### config.mk
export PLATFORM = sky130hd
export DESIGN_NAME = shift_seq_ctrl_flat
export DESIGN_NICKNAME = d
export VERILOG_FILES = /design/src/rtl/shift_seq_if.sv /design/src/rtl/shift_seq_ctrl.sv /design/src/flat_wrapper.sv
export SDC_FILE = /design/constraint.sdc
export NUM_CORES = 1
export LEC_CHECK = 0
export ABC_AREA = 1
export CORE_AREA = 2 2 39 41
export DETAILED_ROUTE_END_ITERATION = 10
export DIE_AREA = 0 0 41 43
export GPL_TIMING_DRIVEN = 0
export HOLD_SLACK_MARGIN = 0.1
export PLACE_DENSITY_LB_ADDON = 0.2
export SETUP_SLACK_MARGIN = 0.4
export SLEW_MARGIN = 20
export SYNTH_ARGS = -nofsm -noshare
export SYNTH_HDL_FRONTEND = slang
export SYNTH_SLANG_ARGS = --single-unit
### constraint.sdc
create_clock -name clk -period 2.03 [get_ports clk]
set_input_delay 0.203 -clock clk [delete_from_list [all_inputs] [get_ports clk]]
set_output_delay 0.203 -clock clk [all_outputs]
set_load 0.02 [all_outputs]
### src/rtl/shift_seq_if.sv
// Handshake and data bundle between datapath control (master) and the shift sequencer (slave).
interface shift_seq_if #(
    parameter int unsigned WIDTH = 4,
    parameter int unsigned CNT_W = 3
) ();

    logic             start;
    logic             dir;
    logic [CNT_W-1:0] amt;
    logic [WIDTH-1:0] din;
    logic             busy;
    logic             done;
    logic [WIDTH-1:0] dout;

    modport master (
        output start,
        output dir,
        output amt,
        output din,
        input  busy,
        input  done,
        input  dout
    );

    modport slave (
        input  start,
        input  dir,
        input  amt,
        input  din,
        output busy,
        output done,
        output dout
    );

endinterface

### src/rtl/shift_seq_ctrl.sv
// Multi-cycle shift sequencer: one zero-fill shift per clock for amt cycles, then a done pulse.
module shift_seq_ctrl #(
    parameter int unsigned WIDTH = 4,
    parameter int unsigned CNT_W = 3
) (
    input  logic      clk,
    input  logic      rst,
    shift_seq_if.slave bus
);

    typedef enum logic [1:0] {
        StIdle,
        StShift,
        StDone
    } state_e;

    state_e           r_state;
    state_e           w_state_next;
    logic [WIDTH-1:0] r_work;
    logic [WIDTH-1:0] w_work_next;
    logic [CNT_W-1:0] r_cnt;
    logic [CNT_W-1:0] w_cnt_next;
    logic             r_dir;
    logic             w_dir_next;
    logic [WIDTH-1:0] w_shifted;

    // Vacated bit is zero-filled; the bit shifted out is dropped.
    always_comb begin
        if (r_dir) begin
            w_shifted = {r_work[WIDTH-2:0], 1'b0};
        end else begin
            w_shifted = {1'b0, r_work[WIDTH-1:1]};
        end
    end

    always_ff @(posedge clk) begin
        if (rst) begin
            r_state <= StIdle;
            r_work  <= '0;
            r_cnt   <= '0;
            r_dir   <= 1'b0;
        end else begin
            r_state <= w_state_next;
            r_work  <= w_work_next;
            r_cnt   <= w_cnt_next;
            r_dir   <= w_dir_next;
        end
    end

    always_comb begin
        w_state_next = r_state;
        w_work_next  = r_work;
        w_cnt_next   = r_cnt;
        w_dir_next   = r_dir;

        unique case (r_state)
            StIdle: begin
                if (bus.start) begin
                    w_work_next  = bus.din;
                    w_cnt_next   = bus.amt;
                    w_dir_next   = bus.dir;
                    w_state_next = (bus.amt == '0) ? StDone : StShift;
                end
            end
            StShift: begin
                w_work_next = w_shifted;
                w_cnt_next  = r_cnt - CNT_W'(1);
                if (r_cnt == CNT_W'(1)) begin
                    w_state_next = StDone;
                end
            end
            StDone: begin
                w_state_next = StIdle;
            end
            default: begin
                w_state_next = StIdle;
            end
        endcase
    end

    assign bus.busy = (r_state == StShift);
    assign bus.done = (r_state == StDone);
    assign bus.dout = r_work;

endmodule

### src/flat_wrapper.sv
// flat-port wrapper written by rule: the top's interface ports become plain ports
module shift_seq_ctrl_flat 
#(
    parameter int unsigned WIDTH = 4,
    parameter int unsigned CNT_W = 3
)
  (clk, rst, bus_start, bus_dir, bus_amt, bus_din, bus_busy, bus_done, bus_dout);
  shift_seq_if #(.WIDTH(WIDTH), .CNT_W(CNT_W)) bus_i ();
  input  logic clk;
  input  logic rst;
  input wire logic [$bits(bus_i.start)-1:0] bus_start;
  input wire logic [$bits(bus_i.dir)-1:0] bus_dir;
  input wire logic [$bits(bus_i.amt)-1:0] bus_amt;
  input wire logic [$bits(bus_i.din)-1:0] bus_din;
  output wire logic [$bits(bus_i.busy)-1:0] bus_busy;
  output wire logic [$bits(bus_i.done)-1:0] bus_done;
  output wire logic [$bits(bus_i.dout)-1:0] bus_dout;
  assign bus_i.start = bus_start;
  assign bus_i.dir = bus_dir;
  assign bus_i.amt = bus_amt;
  assign bus_i.din = bus_din;
  assign bus_busy = bus_i.busy;
  assign bus_done = bus_i.done;
  assign bus_dout = bus_i.dout;
  shift_seq_ctrl #(.WIDTH(WIDTH), .CNT_W(CNT_W)) u_core (.clk(clk), .rst(rst), .bus(bus_i));
endmodule
==> metrics.yaml <==
die:
  ios: 17
  die-area_mm2: 0.00176
  core_area_mm2: 0.00138
  die_w_um: 41
  start_util_pct: 43.0
  die_h_um: 43
  rows: 14
critical_path:
  crit_arrival_ns: 1.25
  crit_path_end_kind: "output port"
  reg2reg_depth: 8
  required_ns: 1.83
  crit_fanout: 7
  r2r_setup_slack_ns: 0.97
  critPathKind: "register to output port"
  rr_startpoint: "u_core.r_cnt[0]"
  crit_path_start_kind: "register"
  r2r-end: "u_core.r_cnt[2]"
status:
  status: "finished clean"
place:
  dp_hpwl_um: 962
  place_area_um2: 776
  io_buffers: 16
  dp_cells: 128
  gp_congestion: 0.721
grt:
  grt_overflow: 0
  grt_max_degree: 11
  grt_pass1_vias: 538
  antenna_found_initial: 0
  grt_first_pass_wirelength_um: 2020
  grt_usage_pct: 17.0
timing:
  period_minus_slack_ns: 1.45
  worst_pin_slew_ns: 0.226
  max_freq_ghz: 0.690
  setup_viol: 0
  timing.setup.tns_ns: 0
  period_share_pct: 71.4
  hold_viol: 0
  drv_slew: 0
  relSlewSlack_pct: 84.9
  rsz0062_at_grt: "no"
  finClkSkew_ns: 0.00496
final_layout:
  final_net_count: 130
  drive_gt1_share_pct: 9.48
  syn_to_final_growth_pct: 36.1
  diodes: 0
  stdcell_count: 132
  fillers: 141
  stdcell_area_um2: 811
power:
  power_density_mw_per_mm2: 770
  seq_power_share_pct: 38.3
  p_int_mw: 0.420
  swShare_pct: 32.7
  power_frac_comb_pct: 32.0
  clock_power_share_pct: 29.6
  ir_drop_mv: 0.440
  power.leakage_nw: 0.406
  switchingPower_mw: 0.204
logic_synthesis:
  seq_area_frac_synth_pct: 33.6
  ys_ff_latch: 10
  yosysWarnings: 0
  synthCells: 96
  syn-num-nets: 109
  ys_types: 17
  avgSynthCellArea_um2: 6.20
  syn_area_um2: 596
detailed_routing:
  drt-initial-drc-count: 7
  firstDrtPassIters: 4
  wl_per_cell_um: 9.41
  antenna_left: 0
  drc: 0
  num_vias: 614
  viasPerCell: 4.65
  totalWireLength_um: 1240
clocking:
  cts.sinks: 10
  root_buffer: "clkbuf_4"
  numCtsBuffers: 3
  cts_tree: "built"
  cts.htree.levels: 1
  insertion_delay_ns: 0.27
  cts.reportedPaths.clkPinSlew_ns: 0.07
  clockBufferDepth: 2
min_path:
  holdCritStartpoint: "u_core.bus.dout[0]"
  whs_path_depth: 4
  min_to: "u_core.bus.dout[0]"
  hold_path_class: "register to register"
run:
  cap_violations: 0
[worst max-delay path by stage]
stage / start / slack [ns] / end
finish: u_core.r_state[0] / 0.58 / bus_busy
global route: u_core.r_state[0] / 0.52 / bus_busy
CTS: u_core.r_state[0] / 0.57 / bus_busy
detailed placement: u_core.r_state[0] / 0.49 / bus_busy
global placement: u_core.r_state[0] / 0.50 / bus_busy
floorplan: u_core.r_state[0] / 1.02 / u_core.r_cnt[2]
[state kept, by name (all words and copies together) (netlist names)]
register         count
u_core.bus.dout      4
u_core.r_cnt         3
u_core.r_state       2
u_core.r_dir         1
[placed cells by master, fill, tap and decap left out]
cell             Yosys  final
o21ai_0              1      1
nand3_1              8      8
inv_2                1      1
clkdlybuf4s50_1      0     14
nor2_1              11     11
o21ai_1              4      4
dlygate4sd2_1        0      2
dfxtp_1             10      9
ha_1                 2      2
dfxtp_2              0      1
clkbuf_8             0      1
a21oi_1              6      6
nand2_2              1      1
o211ai_1             1      1
inv_1               16     16
o21ai_2              1      1
nor2_4               1      1
buf_6                1      1
clkbuf_4             0      3
buf_4                1      1
nor3_1               1      1
nand2_1             30     30
[area by class of cell]
class,count,area [um^2],share of cell area [%]
inverters,17,63.8,7.87
well taps,16,20.0,2.47
plain buffers,2,18.8,2.31
repair buffers,16,158,19.4
clock buffers,4,36.3,4.48
flip-flops and latches,10,201,24.8
multi-input cells,67,313,38.6
[cells in the mapped netlist (all sizes together)]
master   n  area share, %
nand3    8            6.7
o21ai    6            5.7
inv     17             11
nor3     1           0.84
buf      2            3.2
ha       2            4.2
nor2    12            8.8
dfxtp   10             34
nand2   31             20
o211ai   1            1.3
a21oi    6            5.0
[layer usage]
| metal | global-route usage (%) | up-vias | share of wire [%] |
|---|---|---|---|
| met5 | 0 | - | 0 |
| met4 | 12.0 | 0 | 2.3 |
| met3 | 3.14 | 4 | 4.1 |
| met2 | 25.0 | 15 | 44 |
| met1 | 21.1 | 259 | 49 |
| li1 | - | 336 | - |
[power groups by stage]
| stage | clock, mW | combinational [mW] | sequential, mW |
|---|---|---|---|
| after floorplan | 0 | 0.121 | 0.253 |
| after global placement | 0 | 0.200 | 0.243 |
| after detailed placement | 0 | 0.203 | 0.244 |
| after CTS | 0.191 | 0.201 | 0.240 |
| after global routing | 0.195 | 0.228 | 0.242 |
| final | 0.185 | 0.200 | 0.239 |
[cell families (layout without fill, tap and decap cells)]
logic type	after synthesis	after routing	share of synthesized area [%]
compound gates	13	13	12.0
fa+ha+maj	2	2	4.20
buf+inv	19	39	13.9
flops	10	10	33.6
simple gates	52	52	36.3
[what timing repair did]
| item | in CTS | in global routing |
|---|---|---|
| endpoints found under the hold margin | 0 | 0 |
| setup endpoints to repair | 2 | 0 |
| hold buffers | 0 | 0 |
| resized for setup | 3 | 0 |
| buffers inserted | 0 | 0 |
[critical path, stage by stage (launching register included)]
cell and delay, ns:
dfxtp_2 0.40, inv_1 0.09, nor2_4 0.14, dlygate4sd2_1 0.35
[per-stage QoR]
step / util (%) / setup WS [ns] / hold WS [ns] / power [mW]
6_report: 58.6 / 0.581 / 0.559 / 0.624
5_1_grt: 58.6 / 0.523 / 0.585 / 0.665
4_1_cts: 58.6 / 0.567 / 0.554 / 0.632
3_5_place_dp: 56.1 / 0.495 / 0.553 / 0.447
3_3_place_gp: 56.1 / 0.501 / 0.534 / 0.443
2_1_floorplan: - / 1.02 / 0.272 / 0.374
(Power assumes the default switching activity.)
